==> src/rtl/vscale_wb_arbiter.sv <==
// rtl/vscale_wb_arbiter.sv - writeback arbiter: pipe/mul-div merge, pending scoreboard, bypass hits
// Optional feature macro: WB_BYPASS_EN (forward wd to decode; otherwise decode stalls on it)
module vscale_wb_arbiter #(
  parameter int XPR_LEN        = 32,
  parameter int REG_ADDR_WIDTH = 5
) (
  input  logic                      clk,
  input  logic                      reset_n,
  input  logic                      pipe_wen,
  input  logic [REG_ADDR_WIDTH-1:0] pipe_wa,
  input  logic [XPR_LEN-1:0]        pipe_wd,
  input  logic                      issue_valid,
  input  logic [REG_ADDR_WIDTH-1:0] issue_wa,
  input  logic                      md_valid,
  output logic                      md_ready,
  input  logic [REG_ADDR_WIDTH-1:0] md_wa,
  input  logic [XPR_LEN-1:0]        md_wd,
  output logic                      wen,
  output logic [REG_ADDR_WIDTH-1:0] wa,
  output logic [XPR_LEN-1:0]        wd,
  input  logic [REG_ADDR_WIDTH-1:0] ra1,
  input  logic [REG_ADDR_WIDTH-1:0] ra2,
  output logic                      busy1,
  output logic                      busy2,
  output logic                      byp1_hit,
  output logic                      byp2_hit
);

  localparam int NREGS = 1 << REG_ADDR_WIDTH;

  logic [REG_ADDR_WIDTH-1:0] fifo_wa [2];
  logic [XPR_LEN-1:0]        fifo_wd [2];
  logic                      wr_ptr;
  logic                      rd_ptr;
  logic [1:0]                count;
  logic [NREGS-1:0]          pending;
  logic [NREGS-1:0]          set_mask;
  logic [NREGS-1:0]          clr_mask;
  logic                      pipe_write;
  logic                      md_push;
  logic                      fifo_pop;
  logic                      hazard1;
  logic                      hazard2;

  // Ready depends on registered count only, so a full FIFO never passes through
  assign md_ready   = ~count[1];
  // Writes to x0 are not real writes: they neither claim the port nor enter the FIFO
  assign pipe_write = pipe_wen && (pipe_wa != '0);
  assign md_push    = md_valid && md_ready && (md_wa != '0);
  assign fifo_pop   = !pipe_write && (count != 2'd0);

  // Scoreboard update masks; applying set after clear makes a same-edge set win
  always_comb begin
    set_mask = '0;
    clr_mask = '0;
    if (issue_valid && (issue_wa != '0)) set_mask[issue_wa] = 1'b1;
    if (fifo_pop) clr_mask[fifo_wa[rd_ptr]] = 1'b1;
  end

  // Output register: pipeline has priority, FIFO head drains in idle pipe cycles
  always_ff @(posedge clk or negedge reset_n) begin
    if (!reset_n) begin
      wen <= 1'b0;
      wa  <= '0;
      wd  <= '0;
    end else if (pipe_write) begin
      wen <= 1'b1;
      wa  <= pipe_wa;
      wd  <= pipe_wd;
    end else if (fifo_pop) begin
      wen <= 1'b1;
      wa  <= fifo_wa[rd_ptr];
      wd  <= fifo_wd[rd_ptr];
    end else begin
      wen <= 1'b0;
    end
  end

  // FIFO storage; contents are meaningless while count says the slot is empty
  always_ff @(posedge clk) begin
    if (md_push) begin
      fifo_wa[wr_ptr] <= md_wa;
      fifo_wd[wr_ptr] <= md_wd;
    end
  end

  // FIFO pointers, occupancy and pending-write scoreboard
  always_ff @(posedge clk or negedge reset_n) begin
    if (!reset_n) begin
      wr_ptr  <= 1'b0;
      rd_ptr  <= 1'b0;
      count   <= 2'd0;
      pending <= '0;
    end else begin
      wr_ptr  <= wr_ptr ^ md_push;
      rd_ptr  <= rd_ptr ^ fifo_pop;
      count   <= count + {1'b0, md_push} - {1'b0, fifo_pop};
      pending <= (pending & ~clr_mask) | set_mask;
    end
  end

  assign hazard1 = wen && (wa == ra1) && (ra1 != '0);
  assign hazard2 = wen && (wa == ra2) && (ra2 != '0);

`ifdef WB_BYPASS_EN
  assign byp1_hit = hazard1;
  assign byp2_hit = hazard2;
  assign busy1    = pending[ra1] && (ra1 != '0);
  assign busy2    = pending[ra2] && (ra2 != '0);
`else
  assign byp1_hit = 1'b0;
  assign byp2_hit = 1'b0;
  assign busy1    = (pending[ra1] && (ra1 != '0)) || hazard1;
  assign busy2    = (pending[ra2] && (ra2 != '0)) || hazard2;
`endif

endmodule

==> config.mk <==
export PLATFORM = sky130hd
export DESIGN_NAME = vscale_wb_arbiter
export DESIGN_NICKNAME = d
export VERILOG_FILES = /design/src/rtl/vscale_wb_arbiter.sv
export SDC_FILE = /design/constraint.sdc
export NUM_CORES = 1
export LEC_CHECK = 0
export CAP_MARGIN = 20
export CORE_MARGIN = 8
export CORE_UTILIZATION = 53
export DETAILED_ROUTE_END_ITERATION = 8
export DONT_BUFFER_PORTS = 1
export PLACE_DENSITY = 0.68
export RECOVER_POWER = 25
export SYNTH_ARGS = -nofsm -noshare
export SYNTH_HDL_FRONTEND = slang
export SYNTH_SLANG_ARGS = --single-unit
==> constraint.sdc <==
create_clock -name clk -period 3.7 [get_ports clk]
set_clock_uncertainty 0.1 [all_clocks]
set_input_delay 0.74 -clock clk [delete_from_list [all_inputs] [get_ports clk]]
set_output_delay 0.74 -clock clk [all_outputs]
set_load 0.005 [all_outputs]
==> summary.md <==
| Metric | Value |
|---|---|
| Overflow after GRT | 0 |
| Post-layout min period | 2.85 ns |
| Clock share of power | 29.7% |
| Row Count | 40 |
| Yosys warns | 0 |
| Worst skew pair latency | 0.42 ns |
| Status | finished with violations |
| Synth top area share | 33.7% |
| Period utilization | 76.9% |
| Min-Delay Path Class | in -> reg |
| Detail Placement HPWL | 10500 um |
| Worst Max-Slew Pin Slew | 1.91 ns |
| Yosys top cell by area | edfxtp_1 |
| Post-synth cell types | 39 |
| Peak supply drop | 0.000477 V |
| Count leader, synth | o21ai_0 |
| CP startpoint kind | flip-flop |
| First-pass GRT wire length | 22900 um |
| DIE HEIGHT | 128 um |
| Synth async-reset ratio | 50.0% |
| Crit end category | output pin |
| Die area | 16300 um^2 |
| PD cells | 798 nW/um^2 |
| Pin count of the biggest net entering global routing | 75 |
| Share of cells above drive strength 1 | 11.4% |
| CP Data Required Time | 2.86 ns |
| Slew margin rel. | -27.2% |
| Layout Nets | 637 |
| Final TNS setup | 0 ns |
| Fillers | 987 |
| Routed length per instance | 20.2 um |
| Final hold vios | 0 |
| Mean Syn Cell Area | 12.1 um^2 |
| Hold_ws | 0.311 ns |
| Root Buffer | clkbuf_16 |
| DR pass1 iterations | 5 |
| CTS max path bufs | 2 |
| I/O Pins | 137 |
| Synth Instances | 544 |
| Failing checks | max-capacitance violations, max-slew violations |
| Vias | 4249 |
| Synth top cells by count | o21ai_0, dfrtp_1, edfxtp_1 |
| Sequential share of the synthesized area | 61.7% |
| H-tree depth | 4 |
| Vias in the first global route | 4311 |
| Top post-synthesis cells by area | edfxtp_1, dfrtp_1, mux2i_1 |
| RSZ-0062 raised after global routing | no |
| Ant diodes | 0 |
| Switch Pwr | 0.00184 W |
| Total CTS buffers | 17 |
| Logic pwr share | 24.7% |
| Synth Flop Type | edfxtp_1 |
| WS Path Type | reg -> out |
| Remaining DRCs | 0 |
| Initial antenna violation count | 0 |
| Input/output buffers | 0 |
| Post-synth EDFFs | 74 |
| Die Wd | 128 um |
| CTS tree | yes |
| Post-synthesis cell area | 6600 um^2 |
| Reg power frac | 45.6% |
| Peak Freq | 0.351 GHz |
| Crit path DAT | 2.01 ns |
| Sw frac | 31.4% |
| Final wirelength | 14500 um |
| Clock slew at reported path FFs | 0.06 ns |
| Starting Density | 54.5% |
| Synth-to-Final Area Change | 11.0% |
| Placer Congestion | 0.861 |
| Setup-failing EPs final | 0 |
| Resized cells post-CTS | 0 |
| MaxCap Viol Count | 1 |
| Total core area | 12100 um^2 |
| Tot Pwr | 0.00584 W |
| GRT Resource Usage Total | 18.3% |
| Via/cell ratio | 5.90 |
| Critical path peak fanout | 3 |
| # clock sinks | 148 |
| Iter 0 DRT Violations | 323 |
| Final ANT Viol Nets | 0 |
| Leak | 2.80 nW |
| Slew Viols, Final | 75 |
| Yosys reg bits | 148 |
| P_int | 0.00401 W |
==> power groups by stage <==
stage	Combinational (W)	Sequential [W]	Clock (W)
floorplan	0.00126	0.00248	0
global placement	0.00140	0.00267	0
detailed placement	0.00144	0.00270	0
CTS	0.00146	0.00267	0.00177
global route	0.00163	0.00273	0.00184
finish	0.00144	0.00267	0.00174
==> layout make-up <==
| type | instances | area, um^2 | share of cell area [%] |
|---|---|---|---|
| Clock buffer | 22 | 474 | 6.47 |
| Clock inverter | 10 | 129 | 1.76 |
| Sequential cell | 148 | 4080 | 55.6 |
| Multi-Input combinational cell | 362 | 2390 | 32.6 |
| Timing Repair Buffer | 4 | 27.5 | 0.376 |
| Inverter | 6 | 22.5 | 0.307 |
| Tap cell | 168 | 210 | 2.87 |
==> critical path, cell delays in order, from the launching register on <==
cell,delay (ns)
dfrtp_1,0.40
mux4_2,0.49
mux4_2,0.46
nor3_1,0.15
nor3_1,0.09
==> registers in the layout, indices dropped and copies added, names as in the netlist <==
| name | cells |
|---|---|
| count | 2 |
| wd | 32 |
| wen | 1 |
| rd_ptr | 1 |
| wr_ptr | 1 |
| fifo_wa | 10 |
| wa | 5 |
| fifo_wd | 64 |
| pending | 32 |
==> worst paths after layout <==
kind / end / from / cells past startpoint / slack (ns)
worst max register to register: pending[13] / rd_ptr / 6 / 1.32
worst max-delay path: busy1 / pending[11] / 4 / 0.85
worst min register to register: pending[18] / pending[18] / 2 / 0.43
worst min-delay path: fifo_wd[1][22] / md_wd[22] / 0 / 0.31
max in group asynchronous: rd_ptr / reset_n / 1 / 1.51
min in group asynchronous: pending[23] / reset_n / 1 / 0.73
==> through the flow <==
step                      instance area, um^2  util, %  instances  setup slack [ns]
after floorplan                          6610        -        545             0.689
after global placement                   6720     55.5        687             0.955
after detailed placement                 6720     55.5        687             0.890
after CTS                                7350     60.7        720             0.835
after global routing                     7330     60.5        720             0.761
final                                    7330     60.5        720             0.854
==> kinds of logic (layout without fill, tap and decap cells) <==
group | after synthesis | count (layout) | share of synthesized area, %
compound gates | 148 | 148 | 11.5
xor+xnor | 13 | 13 | 1.72
fa+ha+maj | 4 | 4 | 0.758
buf+inv | 35 | 42 | 2.35
flops | 148 | 148 | 61.7
mux | 60 | 60 | 12.4
other cells | 1 | 2 | 0.0568
simple gates | 135 | 135 | 9.51
==> timing repair <==
action                                 in CTS  in global routing
setup buffers                               0                  0
endpoints found under the hold margin      74                  0
hold buffers                                1                  0
==> layer usage <==
metal / up-vias / share of wire [%] / track usage (%)
li1: 1987 / - / -
met2: 184 / 50 / 30.0
met1: 2058 / 38 / 20.3
met3: 20 / 11 / 9.11
met4: 0 / 1.6 / 6.50
met5: - / 0 / 0
==> placed cells by master (no fill, tap or decap), drive strengths merged, types with 2 or more instances in the layout <==
cell    count
and3b       2
dfrtp      74
nor4        2
mux2i      40
or4         4
or3         4
edfxtp     74
or2         2
nand3       9
nor3b       2
clkinv      5
a31oi       2
clkbuf     23
nor2b       4
a21oi      38
xor2        7
ha          4
nand2b      3
nand4       2
mux4       17
nand2      49
o21a        2
inv         7
buf         3
conb        2
nor3        7
o21ai     103
mux2        3
bufinv      3
nor2       44
xnor2       6
Power figures use the tool's default switching activity.
